`src/rtl/tlul_pkg.sv`:
```
// Minimal TL-UL type definitions (32-bit data, 8-bit source) shared by host and device blocks.
package tlul_pkg;

  typedef enum logic [2:0] {
    PutFullData    = 3'h0,
    PutPartialData = 3'h1,
    Get            = 3'h4
  } tl_a_op_e;

  typedef enum logic [2:0] {
    AccessAck     = 3'h0,
    AccessAckData = 3'h1
  } tl_d_op_e;

  typedef struct packed {
    logic [6:0] rsp_intg;
    logic [6:0] data_intg;
  } tl_d_user_t;

  // Fixed integrity pattern returned with every response.
  localparam tl_d_user_t TL_D_USER_DEFAULT = '{rsp_intg: 7'h2a, data_intg: 7'h55};

  typedef struct packed {
    logic        a_valid;
    tl_a_op_e    a_opcode;
    logic [2:0]  a_param;
    logic [1:0]  a_size;
    logic [7:0]  a_source;
    logic [31:0] a_address;
    logic [3:0]  a_mask;
    logic [31:0] a_data;
    logic        d_ready;
  } tl_h2d_t;

  typedef struct packed {
    logic        d_valid;
    tl_d_op_e    d_opcode;
    logic [2:0]  d_param;
    logic [1:0]  d_size;
    logic [7:0]  d_source;
    logic        d_sink;
    logic [31:0] d_data;
    tl_d_user_t  d_user;
    logic        d_error;
    logic        a_ready;
  } tl_d2h_t;

endpackage

```
`src/rtl/tlul_rsp_mem_pkg.sv`:
```
// Response types and request-checking helpers for the TL-UL memory responder.
package tlul_rsp_mem_pkg;
  import tlul_pkg::*;

  typedef struct packed {
    tl_d_op_e   d_opcode;
    logic [1:0] d_size;
    logic [7:0] d_source;
    logic       error;
  } rsp_meta_t;

  typedef struct packed {
    rsp_meta_t   meta;
    logic [31:0] data;
  } rsp_entry_t;

  function automatic logic [31:0] mask_expand(input logic [3:0] mask);
    logic [31:0] bits;
    for (int i = 0; i < 4; i++) begin
      bits[8*i +: 8] = {8{mask[i]}};
    end
    return bits;
  endfunction

  // The window base is aligned to its size, so range membership reduces to
  // comparing the address bits above the window offset.
  function automatic logic req_err(input tl_h2d_t req, input logic [31:0] base,
                                   input int unsigned aw);
    logic [3:0] lane;
    logic bad_op, bad_size, misalign, out_rng, bad_full, bad_mask;
    bad_op   = !(req.a_opcode inside {Get, PutFullData, PutPartialData});
    bad_size = req.a_size > 2'd2;
    misalign = (req.a_size == 2'd1 && req.a_address[0]) ||
               (req.a_size == 2'd2 && req.a_address[1:0] != 2'b00);
    out_rng  = (req.a_address >> (aw + 2)) != (base >> (aw + 2));
    case (req.a_size)
      2'd0:    lane = 4'b0001 << req.a_address[1:0];
      2'd1:    lane = 4'b0011 << {req.a_address[1], 1'b0};
      default: lane = 4'b1111;
    endcase
    bad_full = (req.a_opcode == PutFullData) && (req.a_mask != lane);
    bad_mask = (req.a_mask == 4'h0) || ((req.a_mask & ~lane) != 4'h0);
    return bad_op | bad_size | misalign | out_rng | bad_full | bad_mask;
  endfunction

endpackage

```
`src/rtl/tlul_rsp_mem_fifo.sv`:
```
// In-order response FIFO (tlul_rsp_fifo) holding responses that could not leave the
// pending stage; simultaneous push and pop keep the count unchanged.
module tlul_rsp_fifo
  import tlul_rsp_mem_pkg::*;
#(
  parameter int unsigned Depth = 2,
  parameter int unsigned CW    = $clog2(Depth + 1)
) (
  input  logic          clk,
  input  logic          rst,
  input  logic          push,
  input  rsp_entry_t    wdata,
  input  logic          pop,
  output rsp_entry_t    rdata,
  output logic          full,
  output logic          empty,
  output logic [CW-1:0] count
);

  localparam int unsigned PW = (Depth > 1) ? $clog2(Depth) : 1;

  rsp_entry_t    store [Depth];
  logic [PW-1:0] wr_ptr, rd_ptr;

  function automatic logic [PW-1:0] ptr_inc(input logic [PW-1:0] ptr);
    return (ptr == PW'(Depth - 1)) ? '0 : ptr + PW'(1);
  endfunction

  always_ff @(posedge clk or posedge rst) begin
    if (rst) begin
      wr_ptr <= '0;
      rd_ptr <= '0;
      count  <= '0;
    end else begin
      if (push) wr_ptr <= ptr_inc(wr_ptr);
      if (pop)  rd_ptr <= ptr_inc(rd_ptr);
      case ({push, pop})
        2'b10:   count <= count + CW'(1);
        2'b01:   count <= count - CW'(1);
        default: count <= count;
      endcase
    end
  end

  always_ff @(posedge clk) begin
    if (push) store[wr_ptr] <= wdata;
  end

  assign rdata = store[rd_ptr];
  assign empty = (count == '0);
  assign full  = (count == CW'(Depth));

endmodule

```
`src/rtl/tlul_rsp_mem.sv`:
```
// TL-UL device bridging a host port to a single-port synchronous word memory.
// Define TLUL_RSP_MEM_WRPROT_EN for ROM mode: every Put* is rejected with d_error.
module tlul_rsp_mem
  import tlul_pkg::*;
  import tlul_rsp_mem_pkg::*;
#(
  parameter int unsigned AW       = 10,
  parameter logic [31:0] BaseAddr = 32'h0,
  parameter int unsigned Depth    = 2
) (
  input  logic          clk_i,
  input  logic          rst_i,
  input  tl_h2d_t       tl_i,
  output tl_d2h_t       tl_o,
  output logic          mem_req_o,
  output logic          mem_we_o,
  output logic [AW-1:0] mem_addr_o,
  output logic [31:0]   mem_wdata_o,
  output logic [31:0]   mem_wmask_o,
  input  logic [31:0]   mem_rdata_i
);

  localparam int unsigned CW = $clog2(Depth + 1);

  logic          a_ready, acc, err, is_put;
  logic [31:0]   off;
  logic          pend_valid;
  rsp_meta_t     pend_meta, acc_meta;
  rsp_entry_t    pend_entry, head, out_entry;
  logic          push, pop, fifo_full, fifo_empty;
  logic [CW-1:0] fifo_count;
  logic [CW:0]   inflight;
  logic          unused_sig;

  // Acceptance depends only on occupancy so a_ready never looks at a_valid.
  assign inflight = {1'b0, fifo_count} + (CW+1)'(pend_valid);
  assign a_ready  = !rst_i && (inflight < (CW+1)'(Depth));
  assign acc      = tl_i.a_valid && a_ready;
  assign is_put   = (tl_i.a_opcode == PutFullData) || (tl_i.a_opcode == PutPartialData);

`ifdef TLUL_RSP_MEM_WRPROT_EN
  assign err       = req_err(tl_i, BaseAddr, AW) || is_put;
  assign mem_req_o = acc && !err;
  assign mem_we_o  = 1'b0;
`else
  assign err       = req_err(tl_i, BaseAddr, AW);
  assign mem_req_o = acc && !err;
  assign mem_we_o  = mem_req_o && is_put;
`endif

  assign off         = tl_i.a_address - BaseAddr;
  assign mem_addr_o  = off[AW+1:2];
  assign mem_wdata_o = tl_i.a_data;
  assign mem_wmask_o = mask_expand(tl_i.a_mask);

  always_comb begin
    acc_meta          = '0;
    acc_meta.d_opcode = (tl_i.a_opcode == Get) ? AccessAckData : AccessAck;
    acc_meta.d_size   = tl_i.a_size;
    acc_meta.d_source = tl_i.a_source;
    acc_meta.error    = err;
  end

  always_ff @(posedge clk_i or posedge rst_i) begin
    if (rst_i) begin
      pend_valid <= 1'b0;
      pend_meta  <= '0;
    end else begin
      pend_valid <= acc;
      if (acc) pend_meta <= acc_meta;
    end
  end

  // Read data is only valid in the pending cycle, so it is captured on the push.
  always_comb begin
    pend_entry      = '0;
    pend_entry.meta = pend_meta;
    if (pend_valid && pend_meta.d_opcode == AccessAckData && !pend_meta.error) begin
      pend_entry.data = mem_rdata_i;
    end
  end

  assign pop  = !fifo_empty && tl_i.d_ready;
  assign push = pend_valid && !(fifo_empty && tl_i.d_ready);

  tlul_rsp_fifo #(
    .Depth (Depth),
    .CW    (CW)
  ) u_fifo (
    .clk   (clk_i),
    .rst   (rst_i),
    .push  (push),
    .wdata (pend_entry),
    .pop   (pop),
    .rdata (head),
    .full  (fifo_full),
    .empty (fifo_empty),
    .count (fifo_count)
  );

  assign out_entry = fifo_empty ? pend_entry : head;

  always_comb begin
    tl_o          = '0;
    tl_o.a_ready  = a_ready;
    tl_o.d_user   = TL_D_USER_DEFAULT;
    tl_o.d_valid  = !fifo_empty || pend_valid;
    tl_o.d_opcode = out_entry.meta.d_opcode;
    tl_o.d_size   = out_entry.meta.d_size;
    tl_o.d_source = out_entry.meta.d_source;
    tl_o.d_error  = out_entry.meta.error;
    tl_o.d_data   = out_entry.data;
  end

  assign unused_sig = ^{tl_i.a_param, off[31:AW+2], off[1:0], fifo_full};

endmodule

```
`config.mk`:
```
export PLATFORM = sky130hd
export DESIGN_NAME = tlul_rsp_mem
export DESIGN_NICKNAME = d
export VERILOG_FILES = /design/src/rtl/tlul_pkg.sv /design/src/rtl/tlul_rsp_mem_pkg.sv /design/src/rtl/tlul_rsp_mem_fifo.sv /design/src/rtl/tlul_rsp_mem.sv
export SDC_FILE = /design/constraint.sdc
export NUM_CORES = 1
export LEC_CHECK = 0
export ABC_AREA = 1
export ABC_CLOCK_PERIOD_IN_PS = 8950
export CAP_MARGIN = 20
export CELL_PAD_IN_SITES_DETAIL_PLACEMENT = 0
export CELL_PAD_IN_SITES_GLOBAL_PLACEMENT = 2
export CORE_AREA = 5 5 155 157
export CTS_BUF_LIST = sky130_fd_sc_hd__clkbuf_4 sky130_fd_sc_hd__clkbuf_8
export CTS_CLUSTER_SIZE = 30
export DETAILED_ROUTE_END_ITERATION = 10
export DIE_AREA = 0 0 160 162
export PLACE_DENSITY = 0.85
export SYNTH_ARGS = -nofsm -noshare
export SYNTH_HDL_FRONTEND = slang
export SYNTH_SLANG_ARGS = --single-unit
```
`constraint.sdc`:
```
create_clock -name clk_i -period 8.95 [get_ports clk_i]
set_clock_uncertainty 0.1 [all_clocks]
set_input_delay 2.685 -clock clk_i [delete_from_list [all_inputs] [get_ports clk_i]]
set_output_delay 2.685 -clock clk_i [all_outputs]
set_load 0.005 [all_outputs]
```
After elaboration in Yosys (flattened, before gate mapping):

Memory sizes are Yosys's and may differ from the RTL's.
Cells that the tools add are included.

* bits in registers: 19
* bits in latches: 0
* RAM bits: 92
* ROM bits: 0
* bits of input ports: 120
* word-level logic and storage cells: 73
* memories kept: 1

* add/sub/neg operators: 5
* multipliers: 0
* div/mod/pow operators: 0
* magnitude comparators: 2
* equal/unequal tests: 8
* shift operators: 2
* multiplexer cells: 9
* bitwise operators: 7
* reductions and logical operators: 31

Memory list
* u_fifo.store: depth 2, width 46, rd ports 1, clocked after memory_dff 0, wr ports 1, line tlul_rsp_mem_fifo.sv:22 `rsp_entry_t store [Depth];`

Operators by type and width (number)
* 46-bit 2-to-1 mux: 1
* 32-bit 2-to-1 mux: 1
* 32-bit nonzero test: 1
* 1-bit logical AND: 12
* 4-bit case mux with 2 select lines: 1
* 3-bit by 1-bit == test with 1-bit output, second input constant: 2
* 1-bit logical NOT: 6
* 1-bit 2-to-1 mux: 5
* 1-bit OR: 5
* 4-bit bitwise AND: 1
* 2-bit by 1-bit == test with 1-bit output, second input constant: 2
* 2-bit == test, second input constant: 2
* 2-bit logical NOT: 2
* 4-bit logical NOT: 1
* 1-bit logical OR: 4
* 4-bit != test: 1
* 4-bit NOT: 1
* 2-bit case mux with 2 select lines: 1
* 2-bit nonzero test: 2
* 4-bit nonzero test: 1
* 1-bit by 2-bit << shifter with 4-bit output, first input constant: 1
* 2-bit by 2-bit << shifter with 4-bit output, first input constant: 1
* 2-bit by 1-bit adder with 3-bit output: 1
* 3-bit == test, second input constant: 1
* 7 further kinds: 8

Depth between registers and ports, before layout:

Gate-level depths: netlist of run 1.

* depth after elaboration: 11
* gate-level depth with buffers: 11

By module:

From an unflattened synthesis of run 1, not the netlist that was laid out.

* cells, all modules: 603
* area, all modules: 6247.2 sq um

Modules (own cells, without submodules)
* tlul_rsp_fifo: instances 1, cells each 265, area each 3634.7 sq um, seq. area each 2862.7 sq um
* tlul_rsp_mem: instances 1, cells each 338, area each 2612.5 sq um, seq. area each 325.3 sq um

Worst setup path before layout of run 1:

OpenSTA, ideal clock, no wires.

* path type: input to output
* start point: input tl_i[77] (netlist bit)
* end point: output mem_we_o
* arrival: 3.594 ns
* data required time: 6.165 ns
* path slack: 2.571 ns
* stages: 11
* buffers on the path: 0
* cells stage by stage: inv_1 nand2_1 a21oi_1 ha_1 nor2_1 nand2_1 nor2_1 nand2_1 nor2_1 nand2_1 nor2_1

* longest elaborated chain between the ends: 10
* elaborated cells on any way between the ends: 22
* classes of those cells: order compare: 1; eq/ne: 3; mux: 1; bitwise: 7; reduce/logical: 10

Ends and longest elaborated chain
* start, declared: line tlul_rsp_mem.sv:13 `input tl_h2d_t tl_i,`
* 2-bit by 1-bit == test with 1-bit output (tied with other cells): line tlul_rsp_mem_pkg.sv:33, tlul_rsp_mem_pkg.sv:36
* 4-bit case mux with 2 select lines (tied with other cells): line tlul_rsp_mem_pkg.sv:36 `case (req.a_size)`
* 4-bit NOT / 1-bit logical OR (equally long branches): line tlul_rsp_mem_pkg.sv:42, tlul_rsp_mem_pkg.sv:33
* 4-bit bitwise AND / 1-bit OR (equally long branches): line tlul_rsp_mem_pkg.sv:42, tlul_rsp_mem_pkg.sv:43
* 4-bit nonzero test / 1-bit OR (equally long branches): line tlul_rsp_mem_pkg.sv:42, tlul_rsp_mem_pkg.sv:43
* 1-bit logical OR / 1-bit OR (equally long branches): line tlul_rsp_mem_pkg.sv:42, tlul_rsp_mem_pkg.sv:43
* 1-bit OR (*): line tlul_rsp_mem_pkg.sv:43 `return bad_op | bad_size | misalign | out_rng | bad_full | bad_mask;`
* 1-bit logical NOT (*): line tlul_rsp_mem.sv:47 `assign mem_req_o = acc && !err;`
* 1-bit logical AND (*): line tlul_rsp_mem.sv:47
* 1-bit logical AND (*): line tlul_rsp_mem.sv:48 `assign mem_we_o = mem_req_o && is_put;`
* end, declared: line tlul_rsp_mem.sv:16 `output logic mem_we_o,`

Mark *: on every way between the ends. The rest lies on a longest branch, timed or not.

Final worst setup path of run 1:

Ends and elaborated chain as after synthesis.

==> results by group, run 1 <==
Status
  – Status: finished clean

Setup path
  – Reg2Reg Capture Point: u_fifo.count[1]
  – Most frequent CP cell: nand2_1
  – Critical Path Start: tl_i[77]
  – Crit-path slowest cell: clkdlybuf4s50_1
  – Worst Path Max Fanout: 3
  – Crit-path cells: clkdlybuf4s50_1, inv_1, nand2_1, a21oi_1, ha_1, nand4_1, nand2_1, nand2_1, nor2_1, nand2_1, nor2_1, clkdlybuf4s50_1
  – Critical Path RT: around 6.2 ns
  – Crit-path leading delay family: buffers and inverters
  – Crit-path max cell delay: 0.52 ns
  – FF-to-FF setup slack: 6.06 ns
  – Arr. time, crit path: 4.75 ns
  – Crit path launch type: input port
  – CP bufs+invs: 3
  – Crit path capture type: primary output
  – R2R Path Start: u_fifo.count[0]
  – Reg2reg path depth: 9
  – Critical path class: in -> out

Routing
  – # DRC: 0
  – Final wirelength: 12600 um
  – Vias per inst: 4.00
  – Via count: about 3700
  – First drt pass iteration count: 4
  – 1st-iter DRT viols: 97
  – Wire per inst: about 14 um
  – Antenna Nets Post-Route: 0

Global route
  – Vias in the first global route: 3807
  – Gr usage total: a little under a tenth
  – Global route total overflow: 0
  – Initial antenna violation count: 0
  – Largest net degree at the start of global routing: 46
  – First-pass GRT wire length: around 20000 um

Finish
  – Final Cell Area: 0.00692 mm2
  – Synth-to-Final Area Change: 25.8%
  – Finished Core Util: between 30% and 40%
  – Layout Nets: 749
  – Antenna diodes: 0
  – Fillers: 2290
  – FF+latch area: 0.00307 mm2
  – Final instance count without filler cells: slightly above 900
  – Area of the multi-input gates: 0.00150 mm2
  – Fraction of layout cells with a size suffix above 1: 5.25%

Floorplan
  – Core footprint: 0.0224 mm2
  – Row cnt: 55
  – Ports: 262
  – Initial Util: about a quarter
  – Die X-Extent: 160 um
  – Die height: 162 um
  – Die area: 0.0259 mm2

Power
  – P_leak: 2.73 nW
  – Peak VDD IR: 0.0725 mV
  – Power Density: 238 mW/mm2

Yosys
  – Cells after Synth: 551
  – Fraction of the yosys area taken by sequential cells: 55.8%
  – Ys Warns: 0
  – Netlist cell types: 23
  – Synthesized area per cell: 9.98 um2
  – Register bit total from synthesis: 105
  – Post-Syn Area: 0.00550 mm2

STA
  – FMAX: 0.133 GHz
  – Setup TNS: 0 ns
  – Finish-stage setup viols: 0
  – Slew @ Worst Pin: roughly 0.68 ns
  – Final period util: 84.2%
  – Normalized max-slew margin: 54.8%
  – RSZ-0062 raised after global routing: no
  – Final min period: 7.54 ns
  – Final Hold Fails: 0
  – Max-slew violation count: 0
  – Hold WS: about 0.38 ns

Min path
  – Hold path depth: 0
  – Hold_sp: pend_entry[43]
  – Worst Hold Class: reg -> reg
  – Min-Delay Endpoint: u_fifo.store[0][43]

Clock network
  – Root buf cell: clkbuf_8
  – CTS sink cnt: 105
  – Post CTS Setup Buffer Count: 0
  – Clk_lat worst skew: about 0.35 ns
  – TritonCTS Buffers: 9
  – Hold buffers post-CTS: 0
  – H-tree depth: 3
  – Clk buf depth: 2
  – CTS tree: done
  – CTS resizes: 0
  – Clk pin slew, worst setup/hold paths: 0.10 ns

Job
  – Number of max-cap violations: 0

Place
  – IO Port Bufs: ~150
  – GPL Wtd Cong: 0.683
  – Area after DPL: 0.00671 mm2
  – Placed Cells: 898
  – DP HPWL: 9010 um
[where the power goes]
part | internal [mW] | switching [mW]
clock network | 0.135 | 0.165
logic | 0.354 | 0.327
registers | 0.616 | 0.0509
[cells in the mapped netlist, drive strengths merged]
cell | count | share of area (%)
ha | 5 | 1.1
dfrtp | 17 | 7.7
conb | 2 | 0.14
nor3 | 1 | 0.18
nand3 | 2 | 0.18
a21oi | 29 | 2.6
edfxtp | 88 | 48
a22oi | 1 | 0.14
o21ai | 38 | 3.5
nand2 | 91 | 6.2
inv | 54 | 3.7
or2 | 1 | 0.11
mux2i | 32 | 5.8
xor2 | 3 | 0.48
buf | 108 | 14
nor2 | 69 | 4.9
nand4 | 2 | 0.23
clkbuf | 7 | 0.48
xnor2 | 1 | 0.16
[how the worst max path moves through the flow]
stage                    end  slack, ns  cells past startpoint
finish              mem_we_o       1.41                     12
global route        mem_we_o       1.08                     13
CTS                 mem_we_o       1.39                     13
detailed placement  mem_we_o       1.40                     12
global placement    mem_we_o       1.38                     13
floorplan           mem_we_o       2.57                     11
[worst register-to-register path, stage by stage, from the launching register on]
cell and delay [ns]:
dfrtp_1 0.43, inv_1 0.07, nand2_1 0.30, inv_2 0.54, buf_4 0.53, nor2_2 0.11, ha_1 0.32, a21oi_1 0.11
o21ai_0 0.11, xor2_1 0.15
[kinds of logic after synthesis]
family                   count (synthesis)  synth area share, %
AO/OA/AOI/OAI                           68                 6.23
XOR/XNOR                                 4                0.637
adder cells (fa/ha/maj)                  5                 1.14
buffers and inverters                  169                 18.4
flip-flops                             105                 55.8
multiplexers                            32                 5.82
other                                    2                0.137
AND/OR/NAND/NOR                        166                 11.8
[metal layers]
layer	part of all wire (%)	track usage (%)
met1	43	11.2
met2	47	15.9
met3	8.5	4.01
met4	1.5	2.46
met5	0	0
[registers in the layout (all words and copies together) (netlist names)]
signal         cells
u_fifo.rd_ptr      1
pend_valid         1
u_fifo.count       2
pend_entry        12
u_fifo.store      88
u_fifo.wr_ptr      1
[per-stage QoR]
| stage | setup slack (ns) | power (mW) |
|---|---|---|
| after global placement | 1.38 | 1.38 |
| after floorplan | 2.57 | 1.02 |
| final | 1.41 | 1.65 |
| after global routing | 1.08 | 1.78 |
| after detailed placement | 1.40 | 1.38 |
| after CTS | 1.39 | 1.69 |
[placed cells by master (no fill, tap or decap)]
cell type and instances:
buf_4 5, a21oi_1 29, ha_1 5, o21ai_1 9, clkinv_4 1, dfrtp_2 1, nand4_1 2, inv_6 1
mux2i_1 32, a22oi_1 1, clkinvlp_4 2, nor3_2 1, bufinv_16 1, clkdlybuf4s50_1 154, dfrtp_1 16, inv_2 3
clkbuf_8 9, nor2_4 2, inv_1 51, xor2_1 3, xnor2_1 1, or2_2 1, inv_8 2, nand2_1 91
conb_1 20, edfxtp_1 88, o21ai_0 29, nor2_1 63, nand3_1 2, nor2_2 4
[layout make-up]
cell class              instances  area share (%)
clock buffers                   9            1.79
clock inverters                 7            1.23
inverters                      54            2.93
multi-input cells             295            21.7
flip-flops and latches        105            44.4
well taps                     285            5.16
repair buffers                159            22.8
Note: power is estimated with default switching activity, not from simulation.
==> run 2: changes to the inputs <==
--- a/config.mk
+++ b/config.mk
@@ -6,16 +6,16 @@
 export NUM_CORES = 1
 export LEC_CHECK = 0
 export ABC_AREA = 1
-export ABC_CLOCK_PERIOD_IN_PS = 8950
+export ABC_CLOCK_PERIOD_IN_PS = 6500
 export CAP_MARGIN = 20
 export CELL_PAD_IN_SITES_DETAIL_PLACEMENT = 0
 export CELL_PAD_IN_SITES_GLOBAL_PLACEMENT = 2
-export CORE_AREA = 5 5 155 157
+export CORE_AREA = 5 5 165 167
 export CTS_BUF_LIST = sky130_fd_sc_hd__clkbuf_4 sky130_fd_sc_hd__clkbuf_8
 export CTS_CLUSTER_SIZE = 30
 export DETAILED_ROUTE_END_ITERATION = 10
-export DIE_AREA = 0 0 160 162
-export PLACE_DENSITY = 0.85
+export DIE_AREA = 0 0 170 172
+export PLACE_DENSITY = 0.8
 export SYNTH_ARGS = -nofsm -noshare
 export SYNTH_HDL_FRONTEND = slang
 export SYNTH_SLANG_ARGS = --single-unit
==> constraint.sdc (replaced) <==
create_clock -name clk_i -period 6.5 [get_ports clk_i]
set_clock_uncertainty 0.1 [all_clocks]
set_input_delay 1.95 -clock clk_i [delete_from_list [all_inputs] [get_ports clk_i]]
set_output_delay 1.95 -clock clk_i [all_outputs]
set_load 0.005 [all_outputs]
==> run 2 against run 1 <==
Register-to-register slack got worse by 2.4 ns. Design area is 1.1% higher. Via count shrank 0.90%. Flip-flop and latch count stayed put. First-iteration DRC count up 10%. Critical path type unchanged. Critical endpoint unchanged. Highest routed layer unchanged.
==> results by group, run 2 (synthesis results as in run 1) <==
Status
  – Status: finished clean (unchanged)

Setup path
  – Crit-path cells: clkdlybuf4s50_1, inv_1, nand2_1, a21oi_1, ha_1, nand4_1, nand2_1, nand2_1, nor2_1, nand2_1, nor2_1, clkdlybuf4s50_1 (unchanged)
  – CP bufs+invs: 3 (unchanged)
  – Crit-path max cell delay: 0.51 ns (was 0.52 ns)
  – Arr. time, crit path: 4.00 ns (was 4.75 ns)
  – Worst Path Max Fanout: 3 (unchanged)
  – Crit-path slowest cell: clkdlybuf4s50_1 (unchanged)
  – Crit path launch type: input port (unchanged)
  – Critical path class: in -> out (unchanged)
  – Most frequent CP cell: nand2_1 (unchanged)
  – Crit-path leading delay family: buffers and inverters (unchanged)
  – Crit path capture type: primary output (unchanged)
  – Worst path depth: 12 (unchanged)
  – Reg2reg path depth: 5 (was 9)
  – Critical Path RT: 4.45 ns (was 6.17 ns)

Clock network
  – Clk_lat worst skew: 0.38 ns (was 0.35 ns)
  – CTS tree: done (unchanged)
  – Root buf cell: clkbuf_8 (unchanged)
  – TritonCTS Buffers: 9 (unchanged)
  – H-tree depth: 3 (unchanged)
  – Clk pin slew, worst setup/hold paths: 0.09 ns (was 0.10 ns)
  – Hold buffers post-CTS: 0 (unchanged)
  – CTS resizes: 0 (unchanged)
  – Post CTS Setup Buffer Count: 0 (unchanged)
  – CTS sink cnt: 105 (unchanged)
  – Clk buf depth: 2 (unchanged)

Finish
  – Fillers: 2748 (was 2290)
  – FF+latch area: 0.00307 mm2 (unchanged)
  – Layout Nets: 750 (was 749)
  – Largest register FFs: 88 (unchanged)
  – Final Cell Area: 0.00699 mm2 (was 0.00692 mm2)
  – Area of the multi-input gates: 0.00150 mm2 (unchanged)
  – Fraction of layout cells with a size suffix above 1: 5.40% (was 5.25%)
  – Biggest register: u_fifo.store (unchanged)
  – Antenna diodes: 0 (unchanged)
  – Synth-to-Final Area Change: 27.1% (was 25.8%)
  – Most frequent cells in the layout: 154 x clkdlybuf4s50_1, 91 x nand2_1, 88 x edfxtp_1 (unchanged)
  – Commonest non-fill, non-tap cell in the layout: clkdlybuf4s50_1 (unchanged)

STA
  – RSZ-0062 raised after global routing: no (unchanged)
  – Worst setup margin: 0.445 ns (was 1.41 ns)
  – Normalized max-slew margin: 36.5% (was 54.8%)
  – Hold WS: 0.378 ns (about the same)
  – Final Hold Fails: 0 (unchanged)
  – Finish-stage setup viols: 0 (unchanged)
  – Setup TNS: 0 ns (unchanged)
  – Final period util: 93.1%
  – FMAX: 0.165 GHz
  – Slew @ Worst Pin: 0.950 ns (was 0.677 ns)
  – Final min period: 6.05 ns
  – Max-slew violation count: 0 (unchanged)

Routing
  – Antenna Nets Post-Route: 0 (unchanged)
  – Wire per inst: 13.6 um (was 13.8 um)
  – First drt pass iteration count: 6 (was 4)
  – Vias per inst: 3.76 (was 4.00)
  – # DRC: 0 (unchanged)
  – Final wirelength: 13100 um (was 12600 um)
  – Via count: 3626 (was 3659)
  – 1st-iter DRT viols: 107 (was 97)

Place
  – Dpl ws: 0.422 ns (was 1.40 ns)
  – IO Port Bufs: 154 (unchanged)
  – DP HPWL: 9430 um (was 9010 um)
  – Area after DPL: 0.00678 mm2 (was 0.00671 mm2)
  – GPL Wtd Cong: 0.648 (was 0.683)

Global route
  – Gr usage total: 8.65% (was 9.48%)
  – Global route total overflow: 0 (unchanged)
  – First-pass GRT wire length: 19700 um (was 19600 um)
  – Vias in the first global route: 3752 (was 3807)
  – Initial antenna violation count: 0 (unchanged)
  – Largest net degree at the start of global routing: 66 (was 46)

Floorplan
  – Die area: 0.0292 mm2 (was 0.0259 mm2)
  – Die height: 172 um (was 162 um)
  – Die X-Extent: 170 um (was 160 um)
  – Row cnt: 59 (was 55)
  – Core footprint: 0.0256 mm2 (was 0.0224 mm2)
  – Ports: 262 (unchanged)
  – Initial Util: 21.5% (was 24.6%)

Power
  – Power Density: 327 mW/mm2 (was 238 mW/mm2)
  – Peak VDD IR: 0.103 mV (was 0.0725 mV)
  – P_leak: 2.73 nW (about the same)

Min path
  – Hold path depth: 0 (unchanged)
  – Worst Hold Class: reg -> reg (unchanged)

Job
  – Number of max-cap violations: 0 (unchanged)
## run 2: routing by layer
metal | global-route usage, % | vias up | wire length, um
li1 | - | 1833 | -
met1 | 10.2 | 1613 | 5540
met2 | 14.3 | 152 | 6000
met3 | 3.32 | 28 | 1260
met4 | 3.58 | 0 | 283
met5 | 0 | - | 0
## run 2: cell type report
cell class	count	share of cell area, %
Tap cell	335	6.00
Timing Repair Buffer	160	22.7
Sequential cell	105	43.9
Multi-Input combinational cell	295	21.5
Inverter	54	2.90
Clock inverter	7	1.27
Clock buffer	9	1.77
## run 2: power by group
group	internal (mW)	total [mW]	switching, mW
registers	0.848	0.940	0.0924
clock network	0.185	0.424	0.239
logic	0.489	0.923	0.434
## run 2: worst paths after layout
check                      slack, ns             endpoint       startpoint
setup / recovery                0.45             mem_we_o         tl_i[77]
hold / removal                  0.38  u_fifo.store[0][43]   pend_entry[43]
setup reg to reg                3.69  u_fifo.store[1][11]  u_fifo.count[0]
hold reg to reg                 0.38  u_fifo.store[0][43]   pend_entry[43]
max in group asynchronous       3.96        u_fifo.rd_ptr            rst_i
min in group asynchronous       1.88      u_fifo.count[1]            rst_i
## run 2: stage by stage
stage | total power, mW | std cells | util [%]
floorplan | 1.41 | 569 | -
global placement | 1.90 | 949 | 26.5
detailed placement | 1.92 | 949 | 26.5
CTS | 2.35 | 965 | 27.3
global route | 2.46 | 965 | 27.3
finish | 2.29 | 965 | 27.3
==> run 3: changes to the inputs <==
--- a/config.mk
+++ b/config.mk
@@ -16,6 +16,7 @@
 export DETAILED_ROUTE_END_ITERATION = 10
 export DIE_AREA = 0 0 170 172
 export PLACE_DENSITY = 0.8
+export SLEW_MARGIN = 20
 export SYNTH_ARGS = -nofsm -noshare
 export SYNTH_HDL_FRONTEND = slang
 export SYNTH_SLANG_ARGS = --single-unit
==> results of run 3 <==
Final layout, timing and power as in run 2 (identical DEF).
